## src/rtl/soc_console_bridge.sv

```systemverilog
// soc_console_bridge: multi-channel console FIFO serialised on an 8N1 UART, plus core reset hold, trap latch and done.
module soc_console_bridge #(
   parameter int NUM_CH       = 2,
   parameter int FIFO_DEPTH   = 16,
   parameter int CLKS_PER_BIT = 868,
   parameter int RESET_HOLD   = 100,
   parameter int TAG_EN       = 1
) (
   input  logic                             clk,
   input  logic                             resetn,
   input  logic [8*NUM_CH-1:0]              ch_byte,
   input  logic [NUM_CH-1:0]                ch_byte_en,
   input  logic                             trap_i,
   output logic                             core_resetn_o,
   output logic                             uart_tx,
   output logic [$clog2(FIFO_DEPTH+1)-1:0]  fifo_level,
   output logic                             overflow,
   output logic                             trap_latched,
   output logic                             done
);
   localparam int CHW = NUM_CH > 1 ? $clog2(NUM_CH) : 1;
   localparam int AW  = $clog2(FIFO_DEPTH);
   localparam int LW  = $clog2(FIFO_DEPTH + 1);
   localparam int HW  = $clog2(RESET_HOLD + 1);
   localparam int CW  = $clog2(CLKS_PER_BIT);

   typedef enum logic [1:0] {IDLE, START, DATA, STOP} state_t;

   logic [HW-1:0]  hold_q, hold_d;
   logic           core_q, core_d, trap_q, trap_d, ovf_q, ovf_d, done_q, done_d, tx_q, tx_d;
   logic [CHW+7:0] mem_q [FIFO_DEPTH];
   logic [CHW+7:0] mem_d [FIFO_DEPTH];
   logic [AW-1:0]  wp_q, wp_d, rp_q, rp_d;
   logic [LW-1:0]  level_q, level_d;
   state_t         state_q, state_d;
   logic [CW-1:0]  cnt_q, cnt_d;
   logic [2:0]     bit_q, bit_d;
   logic [7:0]     sh_q, sh_d, data_q, data_d;
   logic           pend_q, pend_d, lastv_q, lastv_d;
   logic [CHW-1:0] last_q, last_d;
   logic [NUM_CH-1:0] en;
   logic [CHW-1:0] sel_ch, head_ch;
   logic [7:0]     sel_byte, head_byte;
   logic           push, wr, pop, full, empty, bit_end;

   assign {head_ch, head_byte} = mem_q[rp_q];
   assign full  = level_q == LW'(FIFO_DEPTH);
   assign empty = level_q == '0;

   always_comb begin
      en = ch_byte_en & {NUM_CH{core_q & ~trap_q}};
      sel_ch = '0;
      sel_byte = '0;
      for (int i = NUM_CH - 1; i >= 0; i--) begin
         if (en[i]) begin
            sel_ch = CHW'(i);
            sel_byte = ch_byte[8*i +: 8];
         end
      end
      push = |en;
      wr = push & (~full | pop);
      mem_d = mem_q;
      if (wr) mem_d[wp_q] = {sel_ch, sel_byte};
      wp_d = wp_q + AW'(wr);
      rp_d = rp_q + AW'(pop);
      level_d = level_q + LW'(wr) - LW'(pop);
      ovf_d = ovf_q | (push & ~wr) | ((en & (en - NUM_CH'(1))) != '0);
      hold_d = hold_q == HW'(RESET_HOLD) ? hold_q : hold_q + HW'(1);
      core_d = core_q | (hold_q == HW'(RESET_HOLD));
      trap_d = trap_q | (core_q & trap_i);
      done_d = done_q | (trap_q & empty & (state_q == IDLE) & ~pend_q);
   end

   // A tag frame leaves the data byte pending; it goes out after one IDLE cycle like any other frame.
   always_comb begin
      state_d = state_q;
      cnt_d = cnt_q;
      bit_d = bit_q;
      sh_d = sh_q;
      data_d = data_q;
      pend_d = pend_q;
      last_d = last_q;
      lastv_d = lastv_q;
      pop = 1'b0;
      bit_end = cnt_q == CW'(CLKS_PER_BIT - 1);
      case (state_q)
         IDLE: begin
            cnt_d = '0;
            if (pend_q) begin
               state_d = START;
               sh_d = data_q;
               pend_d = 1'b0;
            end else if (!empty) begin
               pop = 1'b1;
               state_d = START;
               if (TAG_EN != 0 && (!lastv_q || head_ch != last_q)) begin
                  sh_d = 8'h80 | {{(8-CHW){1'b0}}, head_ch};
                  data_d = head_byte;
                  pend_d = 1'b1;
                  last_d = head_ch;
                  lastv_d = 1'b1;
               end else begin
                  sh_d = head_byte;
               end
            end
         end
         START: begin
            cnt_d = bit_end ? '0 : cnt_q + CW'(1);
            bit_d = '0;
            state_d = bit_end ? DATA : START;
         end
         DATA: begin
            cnt_d = bit_end ? '0 : cnt_q + CW'(1);
            sh_d = bit_end ? sh_q >> 1 : sh_q;
            bit_d = bit_end ? bit_q + 3'd1 : bit_q;
            state_d = (bit_end && bit_q == 3'd7) ? STOP : DATA;
         end
         default: begin
            cnt_d = bit_end ? '0 : cnt_q + CW'(1);
            state_d = bit_end ? IDLE : STOP;
         end
      endcase
      tx_d = state_d == START ? 1'b0 : state_d == DATA ? sh_d[0] : 1'b1;
   end

   always_ff @(posedge clk) begin
      if (!resetn) begin
         hold_q <= '0;
         core_q <= 1'b0;
         trap_q <= 1'b0;
         ovf_q <= 1'b0;
         done_q <= 1'b0;
         tx_q <= 1'b1;
         wp_q <= '0;
         rp_q <= '0;
         level_q <= '0;
         state_q <= IDLE;
         cnt_q <= '0;
         bit_q <= '0;
         sh_q <= '0;
         data_q <= '0;
         pend_q <= 1'b0;
         last_q <= '0;
         lastv_q <= 1'b0;
      end else begin
         hold_q <= hold_d;
         core_q <= core_d;
         trap_q <= trap_d;
         ovf_q <= ovf_d;
         done_q <= done_d;
         tx_q <= tx_d;
         wp_q <= wp_d;
         rp_q <= rp_d;
         level_q <= level_d;
         state_q <= state_d;
         cnt_q <= cnt_d;
         bit_q <= bit_d;
         sh_q <= sh_d;
         data_q <= data_d;
         pend_q <= pend_d;
         last_q <= last_d;
         lastv_q <= lastv_d;
      end
   end

   always_ff @(posedge clk) mem_q <= mem_d;

   assign core_resetn_o = core_q;
   assign uart_tx       = tx_q;
   assign fifo_level    = level_q;
   assign overflow      = ovf_q;
   assign trap_latched  = trap_q;
   assign done          = done_q;
endmodule

```

## config.mk

```make
export PLATFORM = sky130hd
export DESIGN_NAME = soc_console_bridge
export DESIGN_NICKNAME = d
export VERILOG_FILES = /design/src/rtl/soc_console_bridge.sv
export SDC_FILE = /design/constraint.sdc
export NUM_CORES = 1
export LEC_CHECK = 0
export CAP_MARGIN = 20
export CORE_MARGIN = 3
export CORE_UTILIZATION = 45
export DETAILED_ROUTE_END_ITERATION = 6
export PLACE_DENSITY = 0.65
export SKIP_LAST_GASP = 1
export SYNTH_ARGS = -nofsm -noshare
export SYNTH_HDL_FRONTEND = slang
export SYNTH_SLANG_ARGS = --single-unit
```

## constraint.sdc

```tcl
create_clock -name clk -period 4 [get_ports clk]
set_input_delay 0.4 -clock clk [delete_from_list [all_inputs] [get_ports clk]]
set_output_delay 0.4 -clock clk [all_outputs]
set_load 0.005 [all_outputs]
```

==> results by group <==
Synthesis
  • Number of enable flip-flop cells after synthesis: 144
  • #FFs+latches synth: 203
  • Synth Area in Adders: 0.02444
  • Proportion of synthesized chip area in sequential cells: 0.6478
  • Xor and xnor area share after synthesis: 0.02370
  • Synth area leaders: edfxtp_1 (51%), dfxtp_1 (14%), mux4_2 (11%)
  • Post-Syn Nets: 615
  • Mean Syn Cell Area: 14.70 um^2
  • Async SR Flop Fraction: 0
  • Ys flop type: edfxtp_1
  • Distinct cells, synth: 55
  • Warnings from Yosys: 0
  • Synth top area share: 0.5088
  • Synth Instances: 578
  • Mux share of post-synthesis cell area: 0.1300
  • Simple-gate share of the synthesized area: 0.09526
  • Largest family of logic cells by synthesized area: multiplexers
  • Area leader, netlist: edfxtp_1
  • Synthesized cell area: 8498 um^2
  • Compound-Gate Fraction of Synth Area: 0.05713

Placed design
  • DP HPWL: 11,400 um
  • Dpl cells: 828
  • GPL Wtd Cong: 0.7773
  • Place WS: 903.6 ps
  • # port buffers: 30

Finish
  • Reg area: 5507 um^2
  • Post-layout utilization of the core: 0.5384
  • Filler instances: 1,509
  • Nets: 660
  • Share of cells above drive strength 1: 0.1643
  • Multi-input logic area: 2809 um^2
  • Synth-to-Final Area Change: 15.75%
  • Ant diodes: 0
  • Layout Cells excl Fill: 868

Critical path
  • Worst Path Buf+Inv: 6
  • Crit path max-delay family: simple AND/OR/NAND/NOR gates
  • CP Class: register to register
  • CP Capture Type: register
  • Worst EP arrival: 3380 ps
  • Worst setup SP type: register
  • Slowest cell on the critical path: dfxtp_1
  • Worst path most repeated cell: inv_1
  • Worst EP required: 4390 ps
  • CP cell instances: inv_1 > ha_1 > nor3b_1 > o311a_1 > nor3_1 > buf_4 > inv_1 > ha_1 > inv_1 > ha_1 > inv_1 > fa_1 > inv_1 > a21oi_1 > nor2_1 > or3_1 > and3_1
  • Crit Path Max Fanout: 6
  • Critical path's largest stage delay: 360 ps

Route
  • DR vias/cell: 5.536
  • Routed wire per std cell: 20.07 um
  • DR DRC count: 0
  • DRT Pass-1 Iters: 4
  • Via Count: 4,805
  • DRT iter0 DRCs: 309
  • Drt total wl: 17,420 um
  • DRT antenna net count: 0

Timing
  • Setup total negative slack: 0 ps
  • Fmax: 334.7 MHz
  • Clock skew: 22.89 ps
  • Worst setup margin: 1012 ps
  • Tmin final: 2988 ps
  • Slew HR: 0.2927
  • Final setup violation count: 0
  • Slew Limit Fails: 0
  • RSZ-0062 raised after global routing: no
  • Period Utilization, post-route: 0.7469
  • Final Hold Fails: 0
  • Worst-margin pin slew: 1057 ps

Power
  • Sequential share of power: 0.440
  • Combinational share of power: 0.198
  • Switching share of total power: 0.2608
  • Pwr dens: 562.3 nW/um^2
  • Peak VDD IR: 0.3689 mV
  • Tot Pwr: 5.532 mW
  • Int Pwr: 4.089 mW
  • Clock Power Share: 0.362
  • P_leak: 3.380 nW
  • Sw power: 1.442 mW

Floorplanning
  • Die Y-Extent: 143.4 um
  • Die width: 143.4 um
  • Core area: 18,270 um^2
  • Die ar.: 20,570 um^2
  • Ports: 31
  • Starting Density: 0.4651
  • # rows: 49

Clock tree
  • Clock Sinks: 203
  • Worst-Skew Late Latency: 510 ps
  • CTS tree: built
  • Inserted Clock Buffers: 22
  • CTS Hold Bufs: 0
  • CTS root buf: clkbuf_16
  • Clock Path Buffers: 3
  • CTS resizes: 0
  • H-Tree Depth: 1
  • Post-CTS Setup Inserts: 0
  • Reg clk slew, reported paths: 60 ps

GRT
  • Total Routing Usage GR: 0.1764
  • Total grt overflow: 0
  • Vias in the first global route: 4,983
  • Initial antenna violation count: 0
  • First-pass GRT wire length: 27,820 um
  • Largest net degree at the start of global routing: 37

Flow run
  • Max-cap violation count: 0

Run status
  • Status: finished, final reports clean

Hold path
  • Hold WC Path Type: input pin to register
-- cells in the mapped netlist (7+ instances only) --
cell and number:
mux4_2 41, nand2_1 41, a21oi_1 7, o21ai_0 12, and3_1 7, dfxtp_1 59
o21a_1 7, xnor2_1 10, ha_1 15, edfxtp_1 144, clkbuf_1 20, and2_1 15
mux2i_1 17, xor2_1 13, nand3_1 19, nor2_1 44, a22oi_1 8, inv_1 16
nor2b_1 11
-- state kept, by name (all words and copies together) (netlist names), 3 cells and up --
name and flops:
bit_q 3, hold_q 7, mem_q 144, rp_q 4
sh_q 8, wp_q 4, cnt_q 10, data_q 8
fifo_level 5
-- cell usage in the layout (no fill, tap or decap), types with 13 or more instances in the layout --
| master | synthesis | layout |
|---|---|---|
| xor2_1 | 13 | 13 |
| mux4_2 | 41 | 41 |
| dfxtp_1 | 59 | 58 |
| buf_4 | 0 | 20 |
| mux2i_1 | 17 | 17 |
| clkdlybuf4s50_1 | 0 | 29 |
| and2_1 | 15 | 15 |
| clkbuf_16 | 0 | 22 |
| ha_1 | 15 | 15 |
| nand3_1 | 19 | 19 |
| inv_1 | 16 | 16 |
| nor2_1 | 44 | 44 |
| edfxtp_1 | 144 | 144 |
| nand2_1 | 41 | 41 |
-- routing by layer --
metal	up-vias	share of wire	GRT usage
met4	0	0.024	0.04410
met5	-	0	0
met2	101	0.50	0.3086
li1	2273	-	-
met3	27	0.050	0.02962
met1	2404	0.42	0.2307
-- power groups by stage --
stage / combinational (mW) / clock [mW] / sequential [mW]
floorplan: 0.862 / 0 / 2.44
global placement: 1.09 / 0 / 2.48
detailed placement: 1.11 / 0 / 2.48
CTS: 1.12 / 2.04 / 2.44
global route: 1.22 / 2.13 / 2.45
finish: 1.09 / 2.00 / 2.44
-- layout make-up --
class / instances / area share
Sequential cell: 203 / 0.5598
Clock inverter: 14 / 0.01425
Clock buffer: 26 / 0.05953
Tap cell: 229 / 0.02913
Inverter: 17 / 0.006487
Multi-Input combinational cell: 329 / 0.2856
Timing Repair Buffer: 50 / 0.04528
-- logic make-up (layout without fill, tap and decap cells) --
| family | after synthesis | count (layout) |
|---|---|---|
| AOI/OAI and AO/OA | 67 | 67 |
| xor gates and xnor gates | 23 | 23 |
| adders and majority gates | 16 | 16 |
| buffers and inverters | 46 | 107 |
| DFF | 203 | 203 |
| muxes | 59 | 59 |
| and+or+nand+nor | 164 | 164 |
-- path summary, 6_finish.rpt --
check	from	endpoint	slack [ps]	depth (start not counted)
max	fifo_level[2]$_SDFF_PN0_	fifo_level[4]$_SDFF_PN0_	1010	17
min	resetn	overflow$_SDFF_PN0_	440	2
max reg2reg	fifo_level[2]$_SDFF_PN0_	fifo_level[4]$_SDFF_PN0_	1010	17
min reg2reg	cnt_q[0]$_SDFF_PP0_	cnt_q[0]$_SDFF_PP0_	460	1
-- metrics by stage --
stage | hold slack, ps | area (um^2)
3_3_place_gp | 428.2 | 9111
3_5_place_dp | 449.8 | 9111
5_1_grt | 469.7 | 9837
2_1_floorplan | 417.9 | 8498
6_report | 437.6 | 9837
4_1_cts | 419.2 | 9837
-- worst register-to-register path, delay by kind of cell (launching register included) --
| kind | cells | cell delay, ps |
|---|---|---|
| and+or+nand+nor | 5 | 910 |
| adders and majority gates | 4 | 860 |
| buffers and inverters | 6 | 460 |
| DFF | 1 | 360 |
| AOI/OAI and AO/OA | 2 | 300 |
No activity file was read; power rests on OpenSTA's default activity.
